`config.mk`:
```
export PLATFORM = sky130hd
export DESIGN_NAME = cbus_arbiter
export DESIGN_NICKNAME = d
export VERILOG_FILES = /design/src/rtl/cbus_arbiter.sv
export SDC_FILE = /design/constraint.sdc
export NUM_CORES = 1
export LEC_CHECK = 0
export ABC_AREA = 1
export CORE_AREA = 2 2 212 214
export CTS_CLUSTER_SIZE = 8
export DETAILED_ROUTE_END_ITERATION = 12
export DIE_AREA = 0 0 214 216
export PLACE_DENSITY_LB_ADDON = 0.2
export SLEW_MARGIN = 20
export SYNTH_ARGS = -nofsm -noshare
export SYNTH_HDL_FRONTEND = slang
export SYNTH_SLANG_ARGS = --single-unit
```
`constraint.sdc`:
```
create_clock -name clk -period 1.6 [get_ports clk]
set_clock_uncertainty 0.2 [all_clocks]
set_input_delay 0.24 -clock clk [delete_from_list [all_inputs] [get_ports clk]]
set_output_delay 0.24 -clock clk [all_outputs]
set_load 0.02 [all_outputs]
```
`src/rtl/cbus_arbiter.sv`:
```
// Grants one of NUM_INPUTS cache requesters the memory-side cbus for a whole burst.
// Fixed lowest-index priority by default; define CBUS_ARB_RR_EN for round-robin priority.
package cbus_pkg;
   typedef enum logic [2:0] {MSIZE1, MSIZE2, MSIZE4, MSIZE8} cbus_size_t;
   typedef enum logic [3:0] {
      MLEN1 = 4'd0, MLEN2 = 4'd1, MLEN4 = 4'd3, MLEN8 = 4'd7, MLEN16 = 4'd15
   } cbus_len_t;

   typedef struct packed {
      logic        valid;
      logic        is_write;
      cbus_size_t  size;
      logic [31:0] addr;
      logic [7:0]  strobe;
      logic [63:0] data;
      cbus_len_t   len;
      logic        burst;
   } cbus_req_t;

   typedef struct packed {
      logic        ready;
      logic        last;
      logic [63:0] data;
   } cbus_resp_t;
endpackage

// Handshake: a requester holds valid with stable fields until a beat with ready=1 and
// last=1 is returned to it; dropping valid early abandons the burst.
module cbus_arbiter
   import cbus_pkg::*;
#(
   parameter  int NUM_INPUTS = 2,
   localparam int SEL_W      = (NUM_INPUTS > 1) ? $clog2(NUM_INPUTS) : 1
) (
   input  logic             clk,
   input  logic             reset,
   input  cbus_req_t        ireqs  [NUM_INPUTS],
   output cbus_resp_t       iresps [NUM_INPUTS],
   output cbus_req_t        oreq,
   input  cbus_resp_t       oresp,
   output logic             dbg_busy,
   output logic [SEL_W-1:0] dbg_sel
);

   typedef enum logic {ST_IDLE, ST_BUSY} state_t;

   state_t           state_q, state_d;
   logic [SEL_W-1:0] sel_q, sel_d;
   logic             any_valid;
   logic [SEL_W-1:0] winner;

`ifdef CBUS_ARB_RR_EN
   logic [SEL_W-1:0] ptr_q, ptr_d;
   int unsigned      rr_idx;

   // Descending scan so the candidate closest to the pointer is assigned last and wins.
   always_comb begin
      any_valid = 1'b0;
      winner    = '0;
      rr_idx    = 0;
      for (int k = NUM_INPUTS - 1; k >= 0; k--) begin
         rr_idx = 32'(ptr_q) + 32'(k);
         if (rr_idx >= 32'(NUM_INPUTS)) rr_idx = rr_idx - 32'(NUM_INPUTS);
         if (ireqs[SEL_W'(rr_idx)].valid) begin
            any_valid = 1'b1;
            winner    = SEL_W'(rr_idx);
         end
      end
   end

   always_comb begin
      ptr_d = ptr_q;
      if (state_q == ST_IDLE && any_valid)
         ptr_d = (32'(winner) == 32'(NUM_INPUTS - 1)) ? '0 : winner + 1'b1;
   end

   always_ff @(posedge clk) begin
      if (reset) ptr_q <= '0;
      else       ptr_q <= ptr_d;
   end
`else
   always_comb begin
      any_valid = 1'b0;
      winner    = '0;
      for (int k = NUM_INPUTS - 1; k >= 0; k--) begin
         if (ireqs[k].valid) begin
            any_valid = 1'b1;
            winner    = SEL_W'(k);
         end
      end
   end
`endif

   // Grants are only latched from IDLE, so oreq.valid never depends on ireqs.valid there.
   always_comb begin
      state_d = state_q;
      sel_d   = sel_q;
      oreq    = '0;
      for (int j = 0; j < NUM_INPUTS; j++) iresps[j] = '0;
      case (state_q)
         ST_IDLE: begin
            if (any_valid) begin
               state_d = ST_BUSY;
               sel_d   = winner;
            end
         end
         ST_BUSY: begin
            oreq          = ireqs[sel_q];
            iresps[sel_q] = oresp;
            if (!ireqs[sel_q].valid || (oresp.ready && oresp.last))
               state_d = ST_IDLE;
         end
         default: state_d = ST_IDLE;
      endcase
   end

   always_ff @(posedge clk) begin
      if (reset) begin
         state_q <= ST_IDLE;
         sel_q   <= '0;
      end else begin
         state_q <= state_d;
         sel_q   <= sel_d;
      end
   end

   assign dbg_busy = (state_q == ST_BUSY);
   assign dbg_sel  = sel_q;

endmodule
```
# After elaboration in Yosys (flattened, before gate mapping)
# Cells that the tools add are included.
# op_classes
order_cmp	2
muxes	13
bitwise_logic	3
n_reduce_logical	5
# op_table
op	count
114-bit two-way mux	4
132-bit bitwise AND	1
132-bit two-way mux	1
66-bit demux with 1-bit select	1
66-bit two-way mux	1
1-bit two-way mux	5
2-bit greater-or-equal comparator (second input constant)	1
1-bit logical AND	2
2-bit by 1-bit < comparator with 1-bit output (second input constant)	1
1-bit inverter with 2-bit output	1
1-bit case mux with 2 select lines	1
2-bit AND reduction	1
1-bit zero test	1
1-bit logical OR	1
1-bit inverter	1
# totals
register_bits	2
in_bits	296
out_inout_bits	248
wordCells	25

# Depth between registers and ports, before layout
# depth
word_depth	8
depth_mapped	7
mapped_depth_nobuf	5

# Worst setup path after synthesis
# No wires, ideal clock.
# synth_timing
kind	register to output
from	register sel_q (netlist: dbg_sel)
to	output oreq[100] in the netlist's numbering
t_arrival_ns	1.356
t_required_ns	1.160
slack_ns	-0.196
path_stages_with_launch	6
n_path_buf	3
path_cell_list	dfxtp_1 > buf_4 > buf_4 > buf_2 > nand2_1 > a21oi_1
# synth_rtl
item	line_no	rtl
from (decl)	48	logic [SEL_W-1:0] sel_q, sel_d;
from (signal assigned)	123	sel_q <= sel_d;
to (decl)	39	output cbus_req_t oreq,

==> run summary <==
Status -> finished with violations
Violated checks -> negative setup slack
Site Rows -> 77
Vias in the first global route -> 6,453
Top cell type's share of synthesized area -> 0.345
Final Instance Area -> 11,500 um^2
Slowest cell on crit path -> dfxtp_4
Initial antenna violation count -> 3
Iter 0 DRT Violations -> 136
IO Port Bufs -> 543
Post-synthesis compound-gate area fraction -> 0.234
Register area share after synthesis -> 0.0158
Post-Synth XOR/XNOR Area -> 0
Final period util -> 1.21
Ranking of synthesized cells by instance count -> nand2_1 (233), nor2_1 (132), a21oi_1 (116), inv_1 (66), buf_2 (31)
Pin count of the biggest net entering global routing -> 36
Final Non-Filler Cells -> 1,818
Root buf cell -> clkbuf_16
Routed vias -> 6,215
# hold bufs at CTS -> 0
Maximum vdd drop -> 0.263 mV
Vias per Instance -> 3.42
Cells after Synth -> 605
Die area -> 46,200 um^2
Clock Path Buffers -> 2
Crit path max fanout -> 8
Sink Count -> 2
Clock transition at path regs -> 0.03 ns
Hold crit path type -> in -> reg
Placed cell areas -> 10,000 um^2
FF+latch count, synth -> 2
Die Wd -> 214 um
DR pass1 iterations -> 4
Crit path arrival time -> 1.50 ns
Placed insts -> 1,744
Pre-CTS WS -> -0.716 ns
Die H -> 216 um
Area leader, netlist -> nand2_1
Critical Path End Type -> primary output
Startpoint Class -> flop
DRC violations left -> 0
Wire per inst -> 16.2 um
Tot Pwr -> 4.24 mW
CTS buffer count -> 3
Layout cells sized above 1 -> 0.506
Post-synth top flop -> dfxtp_1
Async SR Flop Fraction -> 0
Setup Crit Path Kind -> reg -> out
Ys Warns -> 0
PwrDens -> 367 nW/um^2
Static Leak -> 5.11 nW
Syn_area_per_cell -> 4.19 um^2
Syn_nets -> 901
Mux cell area share after synthesis -> 0
Final worst slack -> -0.343 ns
Adder-Cell Fraction of Synth Area -> 0
Netlist area before placement -> 2540 um^2
Area Overhead vs Synth -> 355%
Minimum clock period -> 1.94 ns
Final Hold Slack -> 0.426 ns
Post-synth EDFFs -> 0
Crit-path max cell delay -> 0.40 ns
DRT antenna net count -> 0
Pins over their slew limit -> 0
Largest cells by area after synthesis -> nand2_1 (34%), a21oi_1 (23%), nor2_1 (20%)
Io pins -> 544
Max cap viols -> 0
Drt total wl -> 29,500 um
CP most frequent cell -> buf_12
Final GP Congestion -> 0.844
Starting Density -> 0.0579
Final setup viols -> 247
Worst Tran Pin Value -> 0.300 ns
F_max -> 515 MHz
Cell Chain, Critical Path -> buf_12, buf_12, buf_12, buf_16, nand2_1, a21oi_1, buf_4
Count leader, synth -> nand2_1
Global-route wire length before repair -> 40,900 um
Required @ worst endpoint -> 1.16 ns
HPWL Detailed -> 22,400 um
Worst skew pair latency -> 0.22 ns
Max transition margin -> 0.800
CTS tree -> built
Final hold violation count -> 0
Largest family of logic cells by synthesized area -> simple AND/OR/NAND/NOR gates
Library cells used by synthesis -> 13
Total gr overflow -> 0
GRT Resource Usage Total -> 0.116
Simple-gate share of the synthesized area -> 0.542
Htree depth -> 1
RSZ-0062 raised after global routing -> true
Core area -> 43,800 um^2
Nets -> 1,521
==> what timing repair did <==
item                       in CTS  in global routing
setup buffers                  22                 30
gates cloned                   13                  8
setup endpoints to repair     248                248
gates resized for setup      1203                320
hold endpoints to repair        0                  0
pin swaps                      25                  8
==> placed cells by master (no fill, tap or decap), drive strengths merged <==
cell type | netlist | routed
dfxtp | 2 | 2
clkinv | 0 | 1
dlygate4sd2 | 0 | 1
clkdlybuf4s50 | 0 | 294
a21boi | 1 | 1
diode | 0 | 2
clkdlybuf4s15 | 0 | 1
nand2 | 233 | 235
inv | 68 | 67
o21ai | 1 | 1
nor2 | 132 | 132
nand3 | 1 | 1
a21oi | 116 | 116
clkbuf | 9 | 13
buf | 42 | 359
==> per-stage QoR <==
step / setup TNS [ns] / utilization
floorplan: -1.32 / -
global placement: -121.97 / 0.229
detailed placement: -121.55 / 0.229
CTS: -63.93 / 0.248
global route: -63.86 / 0.263
finish: -49.02 / 0.263
==> sequential cells by signal, indices dropped and copies added, names as in the netlist <==
signal,cells
dbg_busy,1
dbg_sel,1
==> cells by family after synthesis <==
kind of cell / after synthesis
flops: 2
simple gates: 366
buf+inv: 119
compound gates: 118
==> final timing paths <==
kind | from | end | slack, ns | cells after the start
worst min-delay path | reset | dbg_busy$_SDFF_PP0_ | 0.43 | 2
worst min register to register | dbg_busy$_SDFF_PP0_ | dbg_busy$_SDFF_PP0_ | 0.47 | 3
worst max-delay path | dbg_sel$_SDFFE_PP0P_ | oreq[16] | -0.34 | 7
worst max register to register | dbg_busy$_SDFF_PP0_ | dbg_busy$_SDFF_PP0_ | 0.20 | 6
==> power by group <==
part / internal (mW) / switching [mW]
logic: 1.97 / 1.82
clock network: 0.328 / 0.0584
registers: 0.0545 / 0.0120
==> cell type report <==
type	count	area, um^2
tap	592	741
clock buffer	4	78.8
multi-input combinational	486	3490
antenna	2	5.00
sequential	2	47.5
fill	4912	32300
timing repair buffer	664	6900
inverter	68	280
==> metal layers <==
layer  global-route usage  share of wire
met1                0.128           0.38
met3               0.0311          0.076
met4               0.0184          0.018
met2                0.222           0.52
met5                    0        0.00044
==> worst max-delay path, delay by kind of cell, from the launching register on <==
family                 cells  cell delay [ns]
AOI/OAI and AO/OA          1             0.12
DFF                        1             0.40
and+or+nand+nor            1             0.06
buffers and inverters      5             0.69
Power figures use the tool's default switching activity.
